## config.mk

```make
export PLATFORM = sky130hd
export DESIGN_NAME = fetch_queue
export DESIGN_NICKNAME = d
export VERILOG_FILES = /design/src/rtl/fetch_queue.sv
export SDC_FILE = /design/constraint.sdc
export NUM_CORES = 1
export LEC_CHECK = 0
export ABC_AREA = 1
export ABC_CLOCK_PERIOD_IN_PS = 3500
export CAP_MARGIN = 5
export CORE_MARGIN = 2
export CORE_UTILIZATION = 50
export CTS_BUF_LIST = sky130_fd_sc_hd__clkbuf_16
export CTS_CLUSTER_DIAMETER = 60
export CTS_CLUSTER_SIZE = 30
export DETAILED_ROUTE_END_ITERATION = 12
export DONT_BUFFER_PORTS = 1
export PLACE_DENSITY_LB_ADDON = 0.25
export SYNTH_ARGS = -nofsm -noshare
export SYNTH_HDL_FRONTEND = slang
export SYNTH_SLANG_ARGS = --single-unit
```

## constraint.sdc

```tcl
create_clock -name clock -period 3.5 [get_ports clock]
set_input_delay 0 -clock clock [delete_from_list [all_inputs] [get_ports clock]]
set_output_delay 0 -clock clock [all_outputs]
set_load 0.05 [all_outputs]
```

## src/rtl/fetch_queue.sv

```systemverilog
// Instruction-fetch front end: sequential PC generator, fixed-latency imem request pipe, DEPTH-entry return FIFO.
// Latency: first out_valid MEM_LATENCY+1 cycles after the first imem_req; one instruction per cycle sustained.
// Backpressure: stall holds the FIFO head; requests are credit-limited so a return always finds a free slot.
//
// Ports:
//   clock, reset          rising-edge clock, asynchronous active-low reset
//   imem_req/imem_addr    fetch request and its address (pc)
//   imem_instr            instruction returned MEM_LATENCY cycles after its request
//   stall                 decoder cannot accept the head this cycle
//   redirect/_addr        flush all buffered and in-flight fetches, restart at redirect_addr
//   out_valid/_instr/_addr FIFO head towards the decoder (zero when empty)
//   occupancy             number of FIFO entries
module fetch_queue #(
   parameter int              XLEN        = 32,
   parameter int              DEPTH       = 4,
   parameter int              MEM_LATENCY = 2,
   parameter logic [XLEN-1:0] RESET_PC    = '0
) (
   input  logic                       clock,
   input  logic                       reset,
   output logic                       imem_req,
   output logic [XLEN-1:0]            imem_addr,
   input  logic [31:0]                imem_instr,
   input  logic                       stall,
   input  logic                       redirect,
   input  logic [XLEN-1:0]            redirect_addr,
   output logic                       out_valid,
   output logic [31:0]                out_instr,
   output logic [XLEN-1:0]            out_addr,
   output logic [$clog2(DEPTH+1)-1:0] occupancy
);

   localparam int PW = $clog2(DEPTH);
   localparam int OW = $clog2(DEPTH+1);
   // one extra bit so occupancy + inflight cannot overflow before the compare
   localparam int CW = OW + 1;

   logic [XLEN-1:0]        pc;
   logic [MEM_LATENCY-1:0] dl_vld;
   logic [XLEN-1:0]        dl_addr [MEM_LATENCY];
   logic [31:0]            fifo_instr [DEPTH];
   logic [XLEN-1:0]        fifo_addr [DEPTH];
   logic [PW-1:0]          wr_ptr;
   logic [PW-1:0]          rd_ptr;
   logic [OW-1:0]          count;
   logic [CW-1:0]          inflight;
   logic [CW-1:0]          credit_need;
   logic                   deq;
   logic                   enq;
   logic                   ret_vld;
   logic [XLEN-1:0]        ret_addr;

   // the last delay-line slot lines up with the instruction on imem_instr
   assign ret_vld  = dl_vld[MEM_LATENCY-1];
   assign ret_addr = dl_addr[MEM_LATENCY-1];

   assign out_valid = (count != '0);
   assign deq       = out_valid & ~stall & ~redirect;
   // a return in the redirect cycle belongs to the old stream and is dropped
   assign enq       = ret_vld & ~redirect;

   always_comb begin
      inflight = '0;
      for (int i = 0; i < MEM_LATENCY; i++) begin
         inflight = inflight + CW'(dl_vld[i]);
      end
   end

   // Every in-flight fetch already owns a FIFO slot; a slot freed by this
   // cycle's dequeue may be reused immediately.
   assign credit_need = CW'(count) + inflight - CW'(deq);
   // reset gates the request so it drops as soon as reset asserts
   assign imem_req    = reset & ~redirect & (credit_need < CW'(DEPTH));
   assign imem_addr   = pc;

   assign occupancy = count;
   assign out_instr = out_valid ? fifo_instr[rd_ptr] : '0;
   assign out_addr  = out_valid ? fifo_addr[rd_ptr]  : '0;

   always_ff @(posedge clock or negedge reset) begin
      if (!reset) begin
         pc <= RESET_PC;
      end else if (redirect) begin
         pc <= redirect_addr;
      end else if (imem_req) begin
         pc <= pc + XLEN'(4);
      end
   end

   always_ff @(posedge clock or negedge reset) begin
      if (!reset) begin
         dl_vld <= '0;
      end else if (redirect) begin
         dl_vld <= '0;
      end else begin
         dl_vld[0] <= imem_req;
         for (int i = 1; i < MEM_LATENCY; i++) begin
            dl_vld[i] <= dl_vld[i-1];
         end
      end
   end

   // addresses are qualified by dl_vld and need no reset
   always_ff @(posedge clock) begin
      dl_addr[0] <= pc;
      for (int i = 1; i < MEM_LATENCY; i++) begin
         dl_addr[i] <= dl_addr[i-1];
      end
   end

   always_ff @(posedge clock or negedge reset) begin
      if (!reset) begin
         wr_ptr <= '0;
         rd_ptr <= '0;
         count  <= '0;
      end else if (redirect) begin
         wr_ptr <= '0;
         rd_ptr <= '0;
         count  <= '0;
      end else begin
         if (enq) wr_ptr <= wr_ptr + PW'(1);
         if (deq) rd_ptr <= rd_ptr + PW'(1);
         count <= count + OW'(enq) - OW'(deq);
      end
   end

   always_ff @(posedge clock) begin
      if (enq) begin
         fifo_instr[wr_ptr] <= imem_instr;
         fifo_addr[wr_ptr]  <= ret_addr;
      end
   end

   // the credit rule makes a return into a full, non-draining FIFO impossible
   a_no_overflow: assert property (@(posedge clock) disable iff (!reset)
      !(enq && !deq && count == OW'(DEPTH)));

endmodule

```

After elaboration in Yosys (flattened, before gate mapping)
Memory sizes are Yosys's and may differ from the RTL's.
Index checks and enable logic that the tools add are counted.
{"block": "word_totals", "reg_bits": 41, "latchBits": 0, "ramBits": 320, "rom_bits": 0, "input_bits": 68, "out_inout_bits": 101, "elab_cells": 40, "mem_count": 3}
{"block": "classes", "addsub": 8, "mul": 0, "div": 0, "n_lt_le_gt_ge": 1, "n_eq_ne": 0, "n_shift": 0, "muxes": 12, "bitwise_logic": 7, "reduce_logical": 4}
{"memory": "fifo_addr", "words": 4, "width": 32, "read_ports": 1, "rd_ports_with_merged_regs": 0, "write_ports": 1, "line": "42", "text": "logic [XLEN-1:0] fifo_addr [DEPTH];"}
{"memory": "fifo_instr", "words": 4, "width": 32, "read_ports": 1, "rd_ports_with_merged_regs": 0, "write_ports": 1, "line": "41", "text": "logic [31:0] fifo_instr [DEPTH];"}
{"memory": "dl_addr", "words": 2, "width": 32, "read_ports": 2, "rd_ports_with_merged_regs": 0, "write_ports": 2, "line": "40", "text": "logic [XLEN-1:0] dl_addr [MEM_LATENCY];"}
{"operator": "$mux W32", "n": 4}
{"operator": "$add A32 B3 Y32 const B", "n": 1}
{"operator": "$mux W2", "n": 5}
{"operator": "$reduce_bool A2 Y1", "n": 3}
{"operator": "$and A1 B1 Y1", "n": 5}
{"operator": "$add A2 B1 Y2 const B", "n": 2}
{"operator": "$add A3 B2 Y4", "n": 1}
{"operator": "$lt A4 B3 Y1 const B", "n": 1}
{"operator": "$sub A4 B1 Y4", "n": 1}
{"operator": "$add A3 B1 Y3", "n": 1}
{"operator": "$mux W3", "n": 1}
{"operator": "$reduce_bool A3 Y1", "n": 1}
{"operator": "$sub A3 B1 Y3", "n": 1}
{"operator": "$add A1 B1 Y2", "n": 1}
{"operator": "$mux W1", "n": 2}
{"operator": "$not A1 Y1", "n": 2}

Longest topological paths before layout
{"block": "logic_depth", "depth_word": 8, "mapped_depth": 18, "ltp_nobuf": 17}

Least setup slack after synthesis
OpenSTA, ideal clock, no wires.
{"block": "synth_path", "path_type": "register to register", "startpoint": "reg wr_ptr[0]", "endpoint": "mem fifo_addr[2][0], enable pin", "setup_time_ns": 0.486, "arrival_time_ns": 3.316, "t_required_ns": 3.014, "path_slack_ns": -0.302, "path_stages_with_launch": 5, "path_buffers": 0, "synth_period_minus_slack_ns": 3.802, "path_cell_list": "dfrtp_1 > inv_1 > ha_1 > inv_1 > nor2_1"}
{"element": "start, declared", "line": "43", "text": "logic [PW-1:0] wr_ptr;"}
{"element": "start signal, assigned", "line": "121", "text": "if (enq) wr_ptr <= wr_ptr + PW'(1);"}
{"element": "end, declared", "line": "42"}
No word-level cell before the write port.

Final worst setup path
{"block": "layout_path", "startpoint": "reg count[1] (netlist: occupancy[1])", "endpoint": "out imem_req"}
{"block": "layout_between", "elab_chain_len": 6, "elab_cells_between_ends": 7, "classes_between": "2 x add/sub; 1 x order compare; 3 x bitwise; 1 x reduce/logical"}
{"element": "start, declared", "line": "45", "text": "logic [OW-1:0] count;"}
{"element": "start signal, assigned", "line": "123", "text": "count <= count + OW'(enq) - OW'(deq);"}
{"element": "parallel branches: the longest is 3 deep, another holds $add A3 B2 Y4"}
{"element": "$sub A4 B1 Y4 (*)", "line": "71", "text": "assign credit_need = CW'(count) + inflight - CW'(deq);"}
{"element": "$lt A4 B3 Y1 (*)", "line": "73", "text": "assign imem_req = reset & ~redirect & (credit_need < CW'(DEPTH));"}
{"element": "$and A1 B1 Y1 (*)", "line": "73"}
{"element": "end, declared", "line": "21", "text": "output logic imem_req,"}
Mark *: on every way between the ends.

==> flow_summary_export.csv <==
group,metric,value,unit
run_status,status,"complete, no violations",
sta,slew_headroom,39.5,%
floorplan,start_util,50.8,%
layout,fillers,2220,
global_routing,grt-ovfl-total,0,
run,drv_cap,0,
worst_setup_path,crit_top_cell,"nand2_1",
sta,period_share,90.0,%
floorplan,io_pins,169,
hold_path,min_path_type,"in -> async",
synth,ys_types,28,
routing,via_per_inst,5.28,
placement,dp_slack,0.637,ns
placement,portBuffers,0,
synth,yosysTopAreaCell,"edfxtp_1",
cts,htree_levels,1,
power_and_ir_drop,pwr-share-seq,46.4,%
worst_setup_path,path_class,"reg -> out",
sta,tightestPinTransition,0.907,ns
power_and_ir_drop,combPwrFrac,29.3,%
cts,clk_path_buf_depth,3,
power_and_ir_drop,netSwitchingFraction,40.5,%
sta,hold_ws,0.0157,ns
floorplan,fp.dieH,172,um
synth,yosysSeqAreaShare,70.6,%
synth,avgSynthCellArea,11.0,sq um
placement,dp_hpwl,17400,um
cts,post_cts_buffers,0,
routing,drc,0,
floorplan,fp.coreArea,27900,sq um
cts,clockRootBuffer,"clkbuf_16",
global_routing,antenna_found_initial,1,
layout,syn2layout_area_growth,18.4,%
floorplan,rows,61,
worst_setup_path,cp.required,3.50,ns
global_routing,grtUsageTotal,20.7,%
routing,firstDrtPassIters,5,
power_and_ir_drop,p_int,0.00791,W
synth,synthesis.nets,1369,
global_routing,grt_pass1_vias,9053,
power_and_ir_drop,power_switching,0.00538,W
worst_setup_path,cp_cell_sequence,"buf_4, nor3_2, nor2_1, nand3_1, nand2_1, ha_1, nand2_1, nand2_1, nand2_1, nand2_1, nand2_1, nand3_1, nor2_4, buf_4",
sta,skew,0.0186,ns
layout,layout_common_cells,"nor2_1, edfxtp_1, nand2_1",
cts,clk_pin_slew,0.08,ns
power_and_ir_drop,power.share.clock,24.3,%
worst_setup_path,cp.arrival,3.15,ns
cts,insertion_delay,0.55,ns
floorplan,die_area,29700,sq um
global_routing,grt_max_degree,132,
synth,synthTopCellsByArea,"edfxtp_1, dfxtp_1, nor2_1",
synth,syn-cell-area,14100,sq um
cts,ctsHoldBuffers,71,
global_routing,grt_pass1_wl,47600,um
sta,hold_viol,0,
synth,synth_top_area_share,54.3,%
sta,finalSetupViolations,0,
sta,fin_crit,3.15,ns
routing,drt_iter0_markers,644,
cts,cts_tree,"yes",
layout,fin_area,16800,sq um
placement,place_congestion,0.910,
layout,drive_above_1_share,10.8,%
layout,nNetsFinal,1486,
worst_setup_path,critPathSlowestCell,"nor2_4",
synth,ys_warn_count,0,
worst_setup_path,max_stage_delay,0.45,ns
synth,ys_ff_latch,361,
floorplan,die_x,172,um
cts,cts_resized,0,
synth,synthCells,1291,
routing,vias,9532,
cts,clock_sink_count,361,
routing,routed_wl,30800,um
routing,drtAntennaViolNets,0,
sta,fmax,318,MHz
worst_setup_path,cp_max_fo,24,
worst_setup_path,cp-start-kind,"register",
sta,fin_ws,0.351,ns
power_and_ir_drop,total_power,0.0133,W
sta,drv_slew,0,
power_and_ir_drop,p_leak,6.27,nW
sta,final.setup.tns,0,ns
power_and_ir_drop,ir_drop,0.568,mV
placement,place_area,15100,sq um
layout,final_common_cell,"nor2_1",
routing,drt-wirelength-per-cell,17.1,um
sta,rsz0062_at_grt,"false",
worst_setup_path,crit_path_end_kind,"primary output",
power_and_ir_drop,power_density,793,nW/um^2
cts,cts_buffers,26,
[state kept, by name, indices dropped and copies added, names as in the netlist]
register / cells
dl_vld: 2
wr_ptr: 2
rd_ptr: 2
fifo_instr: 128
imem_addr: 32
occupancy: 3
dl_addr: 64
fifo_addr: 128
[critical path: cells and delay by family, from the launching register on]
family	cells	cell delay, ns
buf+inv	2	0.51
flops	1	0.33
fa+ha+maj	1	0.22
simple gates	11	1.53
[kinds of logic (layout without fill, tap and decap cells)]
logic type	Yosys count	in the layout	synth area share, %
fa+ha+maj	10	10	0.937
buf+inv	96	233	3.08
flops	361	361	70.6
other cells	0	1	0
xor+xnor	9	9	0.557
simple gates	608	608	17.4
compound gates	207	207	7.36
[metal layers]
metal  share of wire, %  global-route usage [%]
met5                  0                       0
met4                2.3                    5.85
met3                6.9                    3.46
met2                 48                    35.4
met1                 43                    27.6
[power groups by stage]
stage,registers (W),clock network (W),logic [W]
detailed placement,0.00626,0,0.00381
CTS,0.00616,0.00331,0.00393
global placement,0.00624,0,0.00377
finish,0.00616,0.00323,0.00389
global route,0.00625,0.00347,0.00422
floorplan,0.00612,0,0.00274
[cell type report]
class / count / area (sq um) / share of cell area, %
inverter: 31 / 118 / 0.702
tap: 378 / 473 / 2.82
antenna: 1 / 2.50 / 0.0149
timing repair buffer: 154 / 1450 / 8.66
sequential: 361 / 10000 / 59.7
clock inverter: 20 / 259 / 1.55
multi-input combinational: 834 / 3750 / 22.4
clock buffer: 28 / 701 / 4.18
[cell usage after synthesis]
cell type / n
ha_1: 9
dfxtp_1: 64
o21ai_1: 3
nand4_1: 2
a21oi_1: 68
buf_2: 24
buf_1: 4
nand2_1: 197
nor2_1: 320
xnor2_1: 3
clkbuf_1: 31
xor2_1: 6
nor2_2: 2
nand2_4: 1
inv_1: 29
fa_1: 1
inv_2: 2
nand3_1: 65
nor3_1: 1
nand3_2: 1
nor2_4: 3
edfxtp_1: 256
o21bai_1: 2
nand3b_1: 12
buf_6: 6
nand2_2: 4
dfrtp_1: 41
o21ai_0: 134
[metrics by stage]
stage	util (%)	std cells
6_report	60.2	1807
3_3_place_gp	54.0	1687
3_5_place_dp	54.0	1687
2_1_floorplan	-	1291
4_1_cts	60.1	1806
5_1_grt	60.2	1807
[final timing paths]
path                       slack (ns)              from  cells after the start        endpoint
max                              0.35      occupancy[1]                     14        imem_req
min                              0.02             reset                      3    imem_addr[0]
max reg2reg                      0.62      occupancy[1]                     16   imem_addr[15]
min reg2reg                      0.33    dl_addr[0][25]                      0  dl_addr[0][57]
max in group asynchronous        3.23             reset                      3       rd_ptr[0]
min in group clock               0.13  redirect_addr[9]                      3    imem_addr[9]
No activity file was read; power rests on OpenSTA's default activity.
